==> src/rtl/hex_ascii_uart_rx.sv <==
// 8N1 UART receiver feeding an ASCII-hex parser that assembles eight hex
// characters (MS nibble first) into a 32-bit word.
module hex_ascii_uart_rx #(
    parameter int CLKS_PER_BIT = 434
) (
    input  logic        clk,
    input  logic        reset,
    input  logic        uart_rx,
    output logic [31:0] word_out,
    output logic        word_valid,
    output logic        char_err,
    output logic        frame_err,
    output logic [3:0]  char_count
);

    localparam int CNT_W = $clog2(CLKS_PER_BIT);
    localparam logic [CNT_W-1:0] HALF_LAST = CNT_W'(CLKS_PER_BIT / 2 - 1);
    localparam logic [CNT_W-1:0] BIT_LAST  = CNT_W'(CLKS_PER_BIT - 1);

    typedef enum logic [2:0] {
        IDLE      = 3'd0,
        START     = 3'd1,
        DATA      = 3'd2,
        STOP      = 3'd3,
        WAIT_IDLE = 3'd4
    } state_t;

    state_t           state;
    state_t           state_next;
    logic             sync_1;
    logic             sync_2;
    logic [CNT_W-1:0] baud_cnt;
    logic [2:0]       bit_cnt;
    logic [7:0]       shift_reg;
    logic [27:0]      accum;
    logic             baud_done;
    logic             bit_sample;
    logic             byte_ok;
    logic             frame_bad;
    logic [4:0]       dec;

    // Returns {is_hex, nibble}; upper and lower case A-F both accepted.
    function automatic logic [4:0] hex_nibble(input logic [7:0] b);
        logic [4:0] r;
        r = 5'd0;
        if (b >= 8'h30 && b <= 8'h39)
            r = {1'b1, b[3:0]};
        else if ((b >= 8'h41 && b <= 8'h46) || (b >= 8'h61 && b <= 8'h66))
            r = {1'b1, b[3:0] + 4'd9};
        return r;
    endfunction

    function automatic logic is_separator(input logic [7:0] b);
        return (b == 8'h20) || (b == 8'h0D) || (b == 8'h0A);
    endfunction

    always_ff @(posedge clk or negedge reset) begin
        if (!reset) begin
            sync_1 <= 1'b1;
            sync_2 <= 1'b1;
        end else begin
            sync_1 <= uart_rx;
            sync_2 <= sync_1;
        end
    end

    always_ff @(posedge clk or negedge reset) begin
        if (!reset) state <= IDLE;
        else        state <= state_next;
    end

    // START waits half a bit to land on the start-bit midpoint; later states a full bit.
    assign baud_done = (state == START) ? (baud_cnt == HALF_LAST) : (baud_cnt == BIT_LAST);

    always_comb begin
        state_next = state;
        case (state)
            IDLE:      if (!sync_2) state_next = START;
            START:     if (baud_done) state_next = sync_2 ? IDLE : DATA;
            DATA:      if (baud_done && bit_cnt == 3'd7) state_next = STOP;
            STOP:      if (baud_done) state_next = sync_2 ? IDLE : WAIT_IDLE;
            WAIT_IDLE: if (sync_2) state_next = IDLE;
            default:   state_next = IDLE;
        endcase
    end

    always_comb begin
        bit_sample = 1'b0;
        byte_ok    = 1'b0;
        frame_bad  = 1'b0;
        case (state)
            DATA: bit_sample = baud_done;
            STOP: begin
                byte_ok   = baud_done && sync_2;
                frame_bad = baud_done && !sync_2;
            end
            default: ;
        endcase
    end

    always_ff @(posedge clk or negedge reset) begin
        if (!reset) begin
            baud_cnt <= '0;
            bit_cnt  <= 3'd0;
        end else begin
            if (state == IDLE || state == WAIT_IDLE || baud_done)
                baud_cnt <= '0;
            else
                baud_cnt <= baud_cnt + 1'b1;
            if (state == IDLE)
                bit_cnt <= 3'd0;
            else if (bit_sample)
                bit_cnt <= bit_cnt + 3'd1;
        end
    end

    always_ff @(posedge clk) begin
        if (bit_sample) shift_reg <= {sync_2, shift_reg[7:1]};
    end

    assign dec = hex_nibble(shift_reg);

    // Parser acts on the stop-sample edge so results appear the very next cycle.
    always_ff @(posedge clk or negedge reset) begin
        if (!reset) begin
            word_out   <= 32'd0;
            accum      <= 28'd0;
            char_count <= 4'd0;
            word_valid <= 1'b0;
            char_err   <= 1'b0;
            frame_err  <= 1'b0;
        end else begin
            word_valid <= 1'b0;
            char_err   <= 1'b0;
            frame_err  <= frame_bad;
            if (byte_ok) begin
                if (dec[4]) begin
                    if (char_count == 4'd7) begin
                        word_out   <= {accum, dec[3:0]};
                        word_valid <= 1'b1;
                        accum      <= 28'd0;
                        char_count <= 4'd0;
                    end else begin
                        accum      <= {accum[23:0], dec[3:0]};
                        char_count <= char_count + 4'd1;
                    end
                end else begin
                    char_err   <= !is_separator(shift_reg);
                    accum      <= 28'd0;
                    char_count <= 4'd0;
                end
            end
        end
    end

endmodule

==> config.mk <==
export PLATFORM = sky130hd
export DESIGN_NAME = hex_ascii_uart_rx
export DESIGN_NICKNAME = d
export VERILOG_FILES = /design/src/rtl/hex_ascii_uart_rx.sv
export SDC_FILE = /design/constraint.sdc
export NUM_CORES = 1
export LEC_CHECK = 0
export ABC_AREA = 1
export CORE_MARGIN = 2
export CORE_UTILIZATION = 50
export CTS_CLUSTER_DIAMETER = 120
export DETAILED_ROUTE_END_ITERATION = 8
export GPL_TIMING_DRIVEN = 0
export PLACE_DENSITY = 0.85
export RECOVER_POWER = 50
export SETUP_SLACK_MARGIN = 0.05
export SYNTH_ARGS = -nofsm -noshare
export SYNTH_HDL_FRONTEND = slang
export SYNTH_SLANG_ARGS = --single-unit
==> constraint.sdc <==
create_clock -name clk -period 1.6 [get_ports clk]
set_input_delay 0.32 -clock clk [delete_from_list [all_inputs] [get_ports clk]]
set_output_delay 0.32 -clock clk [all_outputs]
set_load 0.05 [all_outputs]
==> impl_metrics.prom <==
# TYPE chip_impl_metric gauge
chip_impl_info{name="status",value="finished with violations"} 1
chip_impl_info{name="violations",value="negative setup slack"} 1
chip_impl_info{name="dominantRegCellSynth",value="sky130_fd_sc_hd__dfrtp_1"} 1
chip_impl_metric{name="via_count",unit=""} 3743
chip_impl_metric{name="die_height",unit="um"} 96.0
chip_impl_metric{name="comb_power_share",unit=""} 0.013
chip_impl_info{name="worstSetupStartpoint",value="shift_reg[7]$_DFFE_PP_"} 1
chip_impl_metric{name="grt_pass1_vias",unit=""} 3431
chip_impl_metric{name="floorplan.initialDensity",unit=""} 0.515
chip_impl_info{name="crit_chain",value="nor2_1 > nand2_1 > nor2_2 > nand2_2 > nand2_4 > inv_4 > nor2_8 > buf_6 > nand3_2 > nand2_1"} 1
chip_impl_metric{name="cp_max_fo",unit=""} 7
chip_impl_metric{name="largest_register_ffs",unit=""} 32
chip_impl_info{name="min_delay_path_class",value="flop to flop"} 1
chip_impl_metric{name="drc",unit=""} 0
chip_impl_info{name="critical_path.endpoint_type",value="flop"} 1
chip_impl_metric{name="finish.instance_area",unit="um2"} 6010
chip_impl_metric{name="period_minus_slack",unit="ns"} 1.86
chip_impl_metric{name="drive_gt1_frac",unit=""} 0.474
chip_impl_metric{name="drt-pass1-iter-count",unit=""} 5
chip_impl_metric{name="final-instance-count-excl-fill",unit=""} 668
chip_impl_metric{name="worst_pin_slew",unit="ns"} 0.958
chip_impl_info{name="crit_path_frequent_cell",value="sky130_fd_sc_hd__nand2_1"} 1
chip_impl_metric{name="synth.avg_cell_area",unit="um2"} 9.21
chip_impl_info{name="cts_tree",value="built"} 1
chip_impl_metric{name="drt-initial-drc-count",unit=""} 228
chip_impl_metric{name="num_rows",unit=""} 33
chip_impl_metric{name="totalWireLength",unit="um"} 12300
chip_impl_metric{name="number_of_distinct_library_cells_after_synthesis",unit=""} 32
chip_impl_metric{name="vias_per_cell",unit=""} 5.60
chip_impl_metric{name="avgRoutedWirePerCell",unit="um"} 18.4
chip_impl_metric{name="final.period_utilization",unit=""} 1.16
chip_impl_metric{name="max_freq",unit="GHz"} 0.537
chip_impl_metric{name="placed_cell_area",unit="um2"} 4860
chip_impl_metric{name="powerDensity",unit="nW/um2"} 704
chip_impl_metric{name="synth-seq-cells",unit=""} 92
chip_impl_metric{name="slew_viol_final",unit=""} 0
chip_impl_info{name="setup_repair_after_global_routing_missed_its_margin",value="yes"} 1
chip_impl_metric{name="insertedDiodeCount",unit=""} 0
chip_impl_metric{name="cap_violations",unit=""} 0
chip_impl_metric{name="synth_sequential_area_ratio",unit=""} 0.554
chip_impl_metric{name="seqPwrFrac",unit=""} 0.557
chip_impl_metric{name="worst_setup_hold_path_clk_slew",unit="ns"} 0.09
chip_impl_metric{name="die_area",unit="um2"} 9210
chip_impl_metric{name="path_buf_inv",unit=""} 2
chip_impl_metric{name="cp.arrival",unit="ns"} 2.17
chip_impl_metric{name="ys_async_sr_fraction",unit=""} 0.913
chip_impl_metric{name="drt.antenna.violating_nets",unit=""} 0
chip_impl_metric{name="internal-power",unit="mW"} 3.24
chip_impl_metric{name="layout.area.seq",unit="um2"} 2350
chip_impl_metric{name="multiInputGateArea",unit="um2"} 2210
chip_impl_info{name="hold_path_startpoint",value="sync_1$_DFF_PN1_"} 1
chip_impl_info{name="reg_with_most_ffs",value="word_out"} 1
chip_impl_metric{name="ir_worst_vdd",unit="V"} 0.000503
chip_impl_metric{name="edff_count_synth",unit=""} 8
chip_impl_metric{name="place.port_buffers",unit=""} 41
chip_impl_metric{name="synth_top_cell_area_share",unit=""} 0.485
chip_impl_metric{name="postSynthNetCount",unit=""} 471
chip_impl_metric{name="p_leak",unit="nW"} 2.92
chip_impl_info{name="critical_path.slowest_cell",value="sky130_fd_sc_hd__edfxtp_1"} 1
chip_impl_metric{name="cts_num_sinks",unit=""} 92
chip_impl_metric{name="post-place-cells",unit=""} 606
chip_impl_metric{name="slowest_delay",unit="ns"} 0.44
chip_impl_info{name="crit_family",value="simple AND/OR/NAND/NOR gates"} 1
chip_impl_metric{name="layout.filler_cells",unit=""} 498
chip_impl_metric{name="switching_share",unit=""} 0.234
chip_impl_metric{name="fin_worst_skew",unit="ns"} 0.0209
chip_impl_metric{name="place.gp.congestion",unit=""} 0.857
chip_impl_metric{name="dp.final_hpwl",unit="um"} 6090
chip_impl_metric{name="global_route_congestion_overflow_total",unit=""} 0
chip_impl_metric{name="slew_headroom",unit=""} 0.361
chip_impl_metric{name="finalSetupViolCount",unit=""} 78
chip_impl_metric{name="antenna_found_initial",unit=""} 0
chip_impl_info{name="reg.largest.list",value="word_out (32), accum (28), baud_cnt (9)"} 1
chip_impl_metric{name="syn2layout_area_growth",unit="%"} 42.1
chip_impl_metric{name="syn-instance-count",unit=""} 459
chip_impl_metric{name="netSwitchingPower",unit="uW"} 988
chip_impl_metric{name="clock_insertion_delay_worst_skew",unit="ns"} 0.38
chip_impl_info{name="yosys-top-cells-area",value="sky130_fd_sc_hd__dfrtp_1, sky130_fd_sc_hd__nand2_1, sky130_fd_sc_hd__nand3_1"} 1
chip_impl_metric{name="yosys_synthesis_warning_count",unit=""} 0
chip_impl_metric{name="ioPinCount",unit=""} 42
chip_impl_metric{name="global_route_wire_length_before_repair",unit="um"} 16900
chip_impl_metric{name="die_width",unit="um"} 96.0
chip_impl_metric{name="coreArea",unit="um2"} 8220
chip_impl_info{name="root_buffer",value="sky130_fd_sc_hd__clkbuf_8"} 1
chip_impl_metric{name="overall_power",unit="mW"} 4.23
chip_impl_info{name="timing.setup.critical_path_class",value="flop to flop"} 1
chip_impl_metric{name="power.clock.fraction",unit=""} 0.430
chip_impl_metric{name="critPathRequiredTime",unit="ns"} 1.91
chip_impl_metric{name="htree_num_levels",unit=""} 3
chip_impl_info{name="startpoint_type",value="flop"} 1
chip_impl_info{name="r2r_start",value="shift_reg[7]$_DFFE_PP_"} 1
chip_impl_metric{name="post_synth_instance_area",unit="um2"} 4230
chip_impl_metric{name="grt_use_total",unit=""} 0.243
chip_impl_metric{name="ctsLongestPathBuffers",unit=""} 2
chip_impl_metric{name="cts_buffers",unit=""} 9
chip_impl_metric{name="final_nets",unit=""} 570
chip_impl_metric{name="timing_hold_violations_final",unit=""} 0
chip_impl_metric{name="setup_tns",unit="ns"} -13.32
chip_impl_metric{name="postLayoutSetupSlackWorst",unit="ns"} -0.261
chip_impl_metric{name="pin_count_of_the_biggest_net_entering_global_routing",unit=""} 71
chip_impl_info{name="synth_top_cell_by_area",value="sky130_fd_sc_hd__dfrtp_1"} 1
metal layers:
metal  track usage  part of all wire  vias up
met1         0.305              0.38     1863
met5             0                 0        -
met4        0.0952             0.029        0
li1              -                 -     1683
met2         0.414              0.54      157
met3        0.0509             0.050       40
kinds of logic after synthesis:
group           share of synthesized area
buf+inv                            0.0559
flops                               0.554
xor+xnor                          0.00621
fa+ha+maj                          0.0266
compound gates                     0.0692
simple gates                        0.288
what timing repair did:
item / 4_1_cts / 5_1_grt
pin swaps: 42 / 29
hold endpoints to repair: 12 / 0
endpoints found under the setup margin: 127 / 107
buffers inserted: 16 / 24
hold buffers: 1 / 0
resized for setup: 182 / 100
gates cloned: 4 / 1
Yosys cell counts (2+ instances only):
cell and number:
sky130_fd_sc_hd__dfstp_2 2, sky130_fd_sc_hd__a21oi_1 3, sky130_fd_sc_hd__clkbuf_1 5, sky130_fd_sc_hd__nand2_2 4
sky130_fd_sc_hd__xor2_1 2, sky130_fd_sc_hd__nor3_1 7, sky130_fd_sc_hd__or2_2 2, sky130_fd_sc_hd__nand2_4 2
sky130_fd_sc_hd__dfrtp_1 82, sky130_fd_sc_hd__ha_1 9, sky130_fd_sc_hd__buf_2 3, sky130_fd_sc_hd__nand3_1 49
sky130_fd_sc_hd__o21ai_0 18, sky130_fd_sc_hd__nand2_1 166, sky130_fd_sc_hd__nand3b_1 2, sky130_fd_sc_hd__nand3_4 2
sky130_fd_sc_hd__nand4_1 3, sky130_fd_sc_hd__nor2_1 20, sky130_fd_sc_hd__nor2_8 2, sky130_fd_sc_hd__buf_6 8
sky130_fd_sc_hd__inv_1 24, sky130_fd_sc_hd__o21ai_2 20, sky130_fd_sc_hd__edfxtp_1 8, sky130_fd_sc_hd__inv_2 6
sky130_fd_sc_hd__nor2_2 3
final timing paths:
path                                            end  slack (ns)  cells past startpoint
max                        word_out[30]$_DFFE_PN0P_       -0.26                     10
min                                sync_2$_DFF_PN1_        0.37                      0
max reg2reg                word_out[30]$_DFFE_PN0P_       -0.26                     10
min reg2reg                        sync_2$_DFF_PN1_        0.37                      0
max in group asynchronous      state[2]$_DFFE_PN0P_        0.11                      3
min in group asynchronous        char_err$_DFF_PN0_        0.62                      2
power groups by stage:
stage	Clock, mW	Combinational [mW]	Sequential [mW]
after detailed placement	0	0.0569	2.40
after global routing	1.89	0.0646	2.36
after CTS	1.75	0.0595	2.35
after global placement	0	0.0485	2.40
final	1.82	0.0554	2.35
after floorplan	0	0.00193	2.40
cell usage in the layout (no fill, tap or decap), types with 6 or more instances in the layout:
cell type / Yosys / routed
sky130_fd_sc_hd__dfrtp_2: 0 / 6
sky130_fd_sc_hd__o21ai_0: 18 / 8
sky130_fd_sc_hd__nand2_1: 166 / 134
sky130_fd_sc_hd__inv_1: 24 / 17
sky130_fd_sc_hd__nand3_1: 49 / 16
sky130_fd_sc_hd__clkbuf_2: 0 / 19
sky130_fd_sc_hd__clkbuf_8: 0 / 10
sky130_fd_sc_hd__inv_2: 6 / 12
sky130_fd_sc_hd__buf_6: 8 / 15
sky130_fd_sc_hd__clkdlybuf4s15_2: 0 / 19
sky130_fd_sc_hd__nor2_4: 1 / 9
sky130_fd_sc_hd__dfrtp_1: 82 / 76
sky130_fd_sc_hd__nand2_4: 2 / 12
sky130_fd_sc_hd__nand2_2: 4 / 24
sky130_fd_sc_hd__edfxtp_1: 8 / 8
sky130_fd_sc_hd__buf_4: 0 / 33
sky130_fd_sc_hd__o21ai_2: 20 / 26
sky130_fd_sc_hd__nand3_2: 0 / 31
sky130_fd_sc_hd__nor2_1: 20 / 10
stage by stage:
| stage | setup WS, ns | hold WS (ns) | util |
|---|---|---|---|
| floorplan | 0.0214 | 0.0244 | - |
| global placement | -3.04 | 0.346 | 0.589 |
| detailed placement | -0.232 | 0.199 | 0.592 |
| CTS | -0.151 | 0.351 | 0.684 |
| global route | -0.338 | 0.375 | 0.731 |
| finish | -0.261 | 0.366 | 0.731 |
layout make-up:
cell class                      instances  share of cell area
Sequential cell                        92               0.391
Buffer                                 16              0.0327
Tap cell                              105              0.0219
Clock inverter                          5              0.0104
Multi-Input combinational cell        321               0.367
Timing Repair Buffer                   88               0.130
Inverter                               30              0.0192
Clock buffer                           11              0.0271
(Power assumes the default switching activity.)
==> RTL change 1, RTL diff (same flow settings) <==
The 5 states of `state_t` get a Gray code encoding in 3 bits.
--- a/src/rtl/hex_ascii_uart_rx.sv
+++ b/src/rtl/hex_ascii_uart_rx.sv
@@ -19,9 +19,9 @@
 
     typedef enum logic [2:0] {
-        IDLE      = 3'd0,
-        START     = 3'd1,
-        DATA      = 3'd2,
-        STOP      = 3'd3,
-        WAIT_IDLE = 3'd4
+        IDLE      = 3'b000,
+        START     = 3'b001,
+        DATA      = 3'b011,
+        STOP      = 3'b010,
+        WAIT_IDLE = 3'b110
     } state_t;
 
Function: no difference found for any inputs over 10 cycles, from zero or initial values and one cycle with reset low; not proved beyond that.
==> RTL change 1 against the original RTL <==
  * Design area decreased by 7.1%
  * First-iteration DRC count up 27%
  * Routed wire length shrank 16%
  * Area after synthesis fell by 2.4%
  * Sequential cell count is the same
  * Synthesized cell count is 0.87% higher
  * Critical path type unchanged
  * Highest routed layer unchanged
  * Power fell by 7.7%
  * Setup slack gained 0.023 ns
  * The run still ends with setup timing left
==> RTL change 1: results (changes against the original RTL) <==
Final layout
  • Fraction of layout instances using a drive strength above 1: 0.342 (was 0.474)
  • Clock network share of area: 0.0334 (was 0.0375)
  • FILL cells: 571 (was 498)
  • Inverters, non-clock: 35 (was 30)
  • Final Cell Area: 5580 um2 (was 6010 um2)
  • Multi-input logic area: 1850 um2 (was 2210 um2)
  • Storage element area: 2350 um2 (about the same)

Route
  • Initial detailed-routing violation count: 289 (was 228)
  • Detailed Route WL: 10.4 mm (was 12.3 mm)
  • DR pass1 iterations: 6 (was 5)
  • Vias per std cell: 5.36 (was 5.60)

Global route
  • Vias in the first global route: 3380 (was 3431)
  • First-pass GRT wire length: 15.6 mm (was 16.9 mm)
  • Aggregate global-route resource usage: 0.225 (was 0.243)
  • Largest net degree at the start of global routing: 44 (was 71)

Place
  • Gpl congestion: 0.878 (was 0.857)
  • DP Area: 4750 um2 (was 4860 um2)
  • Post-place setup slack: -0.357 ns (was -0.232 ns)
  • Final HPWL from detailed placement: 6.08 mm (was 6.09 mm)
  • Placed cell count: 610 (was 606)

Worst setup path
  • Crit path capture: accum[3] (was word_out[30])
  • CP Max Fanout: 4 (was 7)
  • CP top delay family: flip-flops (was simple AND/OR/NAND/NOR gates)
  • Crit path launch: shift_reg[0] (was shift_reg[7])
  • Worst reg2reg path depth: 11 (was 10)
  • CP arrival: 2.09 ns (was 2.17 ns)
  • Slowest stage delay, CP: 0.46 ns (was 0.44 ns)
  • Reg-to-Reg Start: shift_reg[0] (was shift_reg[7])

Yosys
  • Synth top area cells: dfrtp_1 (50%), nand2_1 (15%), nand3_1 (5.9%) (was dfrtp_1 (49%), nand2_1 (15%), nand3_1 (5.8%))
  • Syn Nets: 475 (was 471)
  • Compound-Gate Fraction of Synth Area: 0.0606 (was 0.0692)
  • Synth cell count leaders: nand2_1 (167), dfrtp_1 (82), nand3_1 (49) (was nand2_1 (166), dfrtp_1 (82), nand3_1 (49))
  • Yosys cell types: 34 (was 32)
  • Synth Area in XOR/XNOR: 0.00637 (was 0.00621)
  • Synth Area per Inst: 8.91 um2 (was 9.21 um2)
  • Post-synthesis adder-cell area fraction: 0.0273 (was 0.0266)

Run status
  • Outcome: finished, violations left (unchanged)
  • Failing checks: setup timing (unchanged)

Timing
  • Worst setup margin: -0.238 ns (was -0.261 ns)
  • # setup viols final: 77 (was 78)
  • Clk_skew: 0.0118 ns (was 0.0209 ns)
  • Max-slew headroom: 0.325 (was 0.361)
  • Final hold slack: 0.365 ns (was 0.366 ns)
  • Setup TNS: -8.89 ns (was -13.32 ns)

Pwr
  • Reg power frac: 0.603 (was 0.557)
  • Int Pwr: 2.96 mW (was 3.24 mW)
  • Comb. pwr: 0.0550 mW (was 0.0554 mW)
  • Peak supply drop: 462 uV (was 503 uV)
RTL change 1: repair_timing:
action                                  4_1_cts  5_1_grt
hold endpoints to repair                     41        0
buffers inserted                             26       17
endpoints found under the setup margin      119      101
gates resized for setup                     171       69
gates cloned                                  3        1
pin swaps                                    13       15
hold buffers                                  1        0
RTL change 1: cells by family after synthesis:
kind of cell    count (synthesis)
buf+inv                        51
xor+xnor                        3
simple gates                  260
flops                          92
compound gates                 48
fa+ha+maj                       9
RTL change 1: metal layers:
layer / global-route usage / vias to the layer above / part of all wire / wire (um)
li1: - / 1699 / - / -
met1: 0.273 / 1765 / 0.39 / 4090
met2: 0.394 / 114 / 0.53 / 5550
met3: 0.0487 / 28 / 0.054 / 560
met4: 0.0833 / 0 / 0.020 / 210
met5: 0 / - / 0 / 0
==> RTL change 2, RTL diff (same flow settings) <==
Without the edit above. Set the parameter `CLKS_PER_BIT` to 868 (it was 434).
--- a/src/rtl/hex_ascii_uart_rx.sv
+++ b/src/rtl/hex_ascii_uart_rx.sv
@@ -2,5 +2,5 @@
 // characters (MS nibble first) into a 32-bit word.
 module hex_ascii_uart_rx #(
-    parameter int CLKS_PER_BIT = 434
+    parameter int CLKS_PER_BIT = 868
 ) (
     input  logic        clk,
Check against the original RTL: no difference found for any inputs over 10 cycles, from zero or initial values and one cycle with reset low; that may be too few to reach the edited logic, so the function may still have changed.
==> RTL change 2 against the original RTL <==
  * The flow still finishes with violations (setup timing)
  * Final cell count up 3.6%
  * Via count up 14%
  * Routed wire length up 26%
  * Power down 3.0%
  * Setup slack worse by 0.060 ns
  * Largest cell class unchanged
  * Sequential cell count up 1
  * Design area up 8.3%
  * Largest power group unchanged
  * Area after synthesis up 0.92%
==> RTL change 2: results (changes against the original RTL) <==
Yosys
  • Synth Area per Inst: 9.30 um2 (was 9.21 um2)
  • Synth cell count leaders: nand2_1 (155), dfrtp_1 (83), nand3_1 (51) (was nand2_1 (166), dfrtp_1 (82), nand3_1 (49))
  • Yosys cell types: 31 (was 32)
  • Sequential fraction of the synthesis area: 0.555 (was 0.554)
  • Ys async rst share: 0.914 (was 0.913)
  • Mapped Area: 4270 um2 (was 4230 um2)

Timing
  • Worst setup margin: -0.321 ns (was -0.261 ns)
  • # setup viols final: 83 (was 78)
  • Setup TNS: -17.30 ns (was -13.32 ns)
  • Final hold slack: 0.367 ns (was 0.366 ns)
  • Slew @ Worst Pin: 1.07 ns (was 0.958 ns)
  • Clk_skew: 0.0184 ns (was 0.0209 ns)

Global route
  • Vias in the first global route: 4083 (was 3431)
  • Aggregate global-route resource usage: 0.302 (was 0.243)
  • First-pass GRT wire length: 20.9 mm (was 16.9 mm)

Worst setup path
  • CP Max Fanout: 4 (was 7)
  • CP arrival: 2.20 ns (was 2.17 ns)

CTS
  • Clock-pin slew on the worst setup and hold paths: 0.11 ns (was 0.09 ns)

Route
  • Vias per std cell: 6.16 (was 5.60)
  • Detailed Route WL: 15.5 mm (was 12.3 mm)
  • Routed wire per std cell: 22.4 um (was 18.4 um)

Run status
  • Outcome: finished, violations left (unchanged)
  • Failing checks: setup timing (unchanged)

Place
  • Post-place setup slack: -0.370 ns (was -0.232 ns)
  • DP Area: 4880 um2 (was 4860 um2)

Final layout
  • Fraction of layout instances using a drive strength above 1: 0.569 (was 0.474)
[RTL change 2: cell type report]
type                       instances  area (um2)
buffer                            17         220
clock buffer                       9         124
clock inverter                     7        76.3
fill                             430        1750
inverter                          30         118
multi-input combinational        321        2320
sequential                        93        2370
tap                              105         131
timing repair buffer             110        1140
[RTL change 2: what timing repair did]
| action | 4_1_cts | 5_1_grt |
|---|---|---|
| gates resized for setup | 217 | 151 |
| setup buffers | 48 | 11 |
| hold endpoints to repair | 14 | 0 |
| pin swaps | 38 | 38 |
| gates cloned | 12 | 2 |
| setup endpoints to repair | 117 | 100 |
| hold buffers | 1 | 0 |
[RTL change 2: worst max path at each step]
stage	endpoint	startpoint	cells after the start
floorplan	word_out[11]	shift_reg[1]	11
global placement	char_count[1]	reset	1
detailed placement	word_out[20]	shift_reg[1]	11
CTS	word_out[19]	shift_reg[0]	12
global route	char_err	shift_reg[0]	10
finish	char_err	shift_reg[0]	10
[RTL change 2: kinds of logic (layout without fill, tap and decap cells)]
family | count (synthesis) | in the layout | synth area share
and+or+nand+nor | 260 | 261 | 0.281
DFF | 93 | 93 | 0.555
AOI/OAI and AO/OA | 47 | 48 | 0.0745
buffers and inverters | 47 | 173 | 0.0566
adders and majority gates | 9 | 9 | 0.0264
xor gates and xnor gates | 3 | 3 | 0.00616
[RTL change 2: worst max-delay path, stage by stage (launching register included)]
cell and delay (ns):
edfxtp_1 0.53, inv_2 0.14, buf_4 0.12, buf_4 0.09, buf_4 0.12, ha_4 0.13
nand2_1 0.05, o21ai_0 0.25, nand4_1 0.19, nand2_1 0.14, nor2_2 0.05
[RTL change 2: report_power, final]
part | switching, mW | internal [mW] | leakage (nW)
Combinational | 0.0453 | 0.0115 | 1.79
Sequential | 0.00329 | 2.38 | 1.23
Clock | 1.04 | 0.626 | 0.103
Total | 1.08 | 3.02 | 3.13
[RTL change 2: layer usage]
| metal | track usage | share of wire | wire length [um] | vias up |
|---|---|---|---|---|
| li1 | - | - | - | 1751 |
| met1 | 0.352 | 0.35 | 5450 | 2090 |
| met2 | 0.538 | 0.49 | 7660 | 306 |
| met3 | 0.0667 | 0.072 | 1110 | 118 |
| met4 | 0.128 | 0.082 | 1260 | 0 |
| met5 | 0 | 0 | 0 | - |
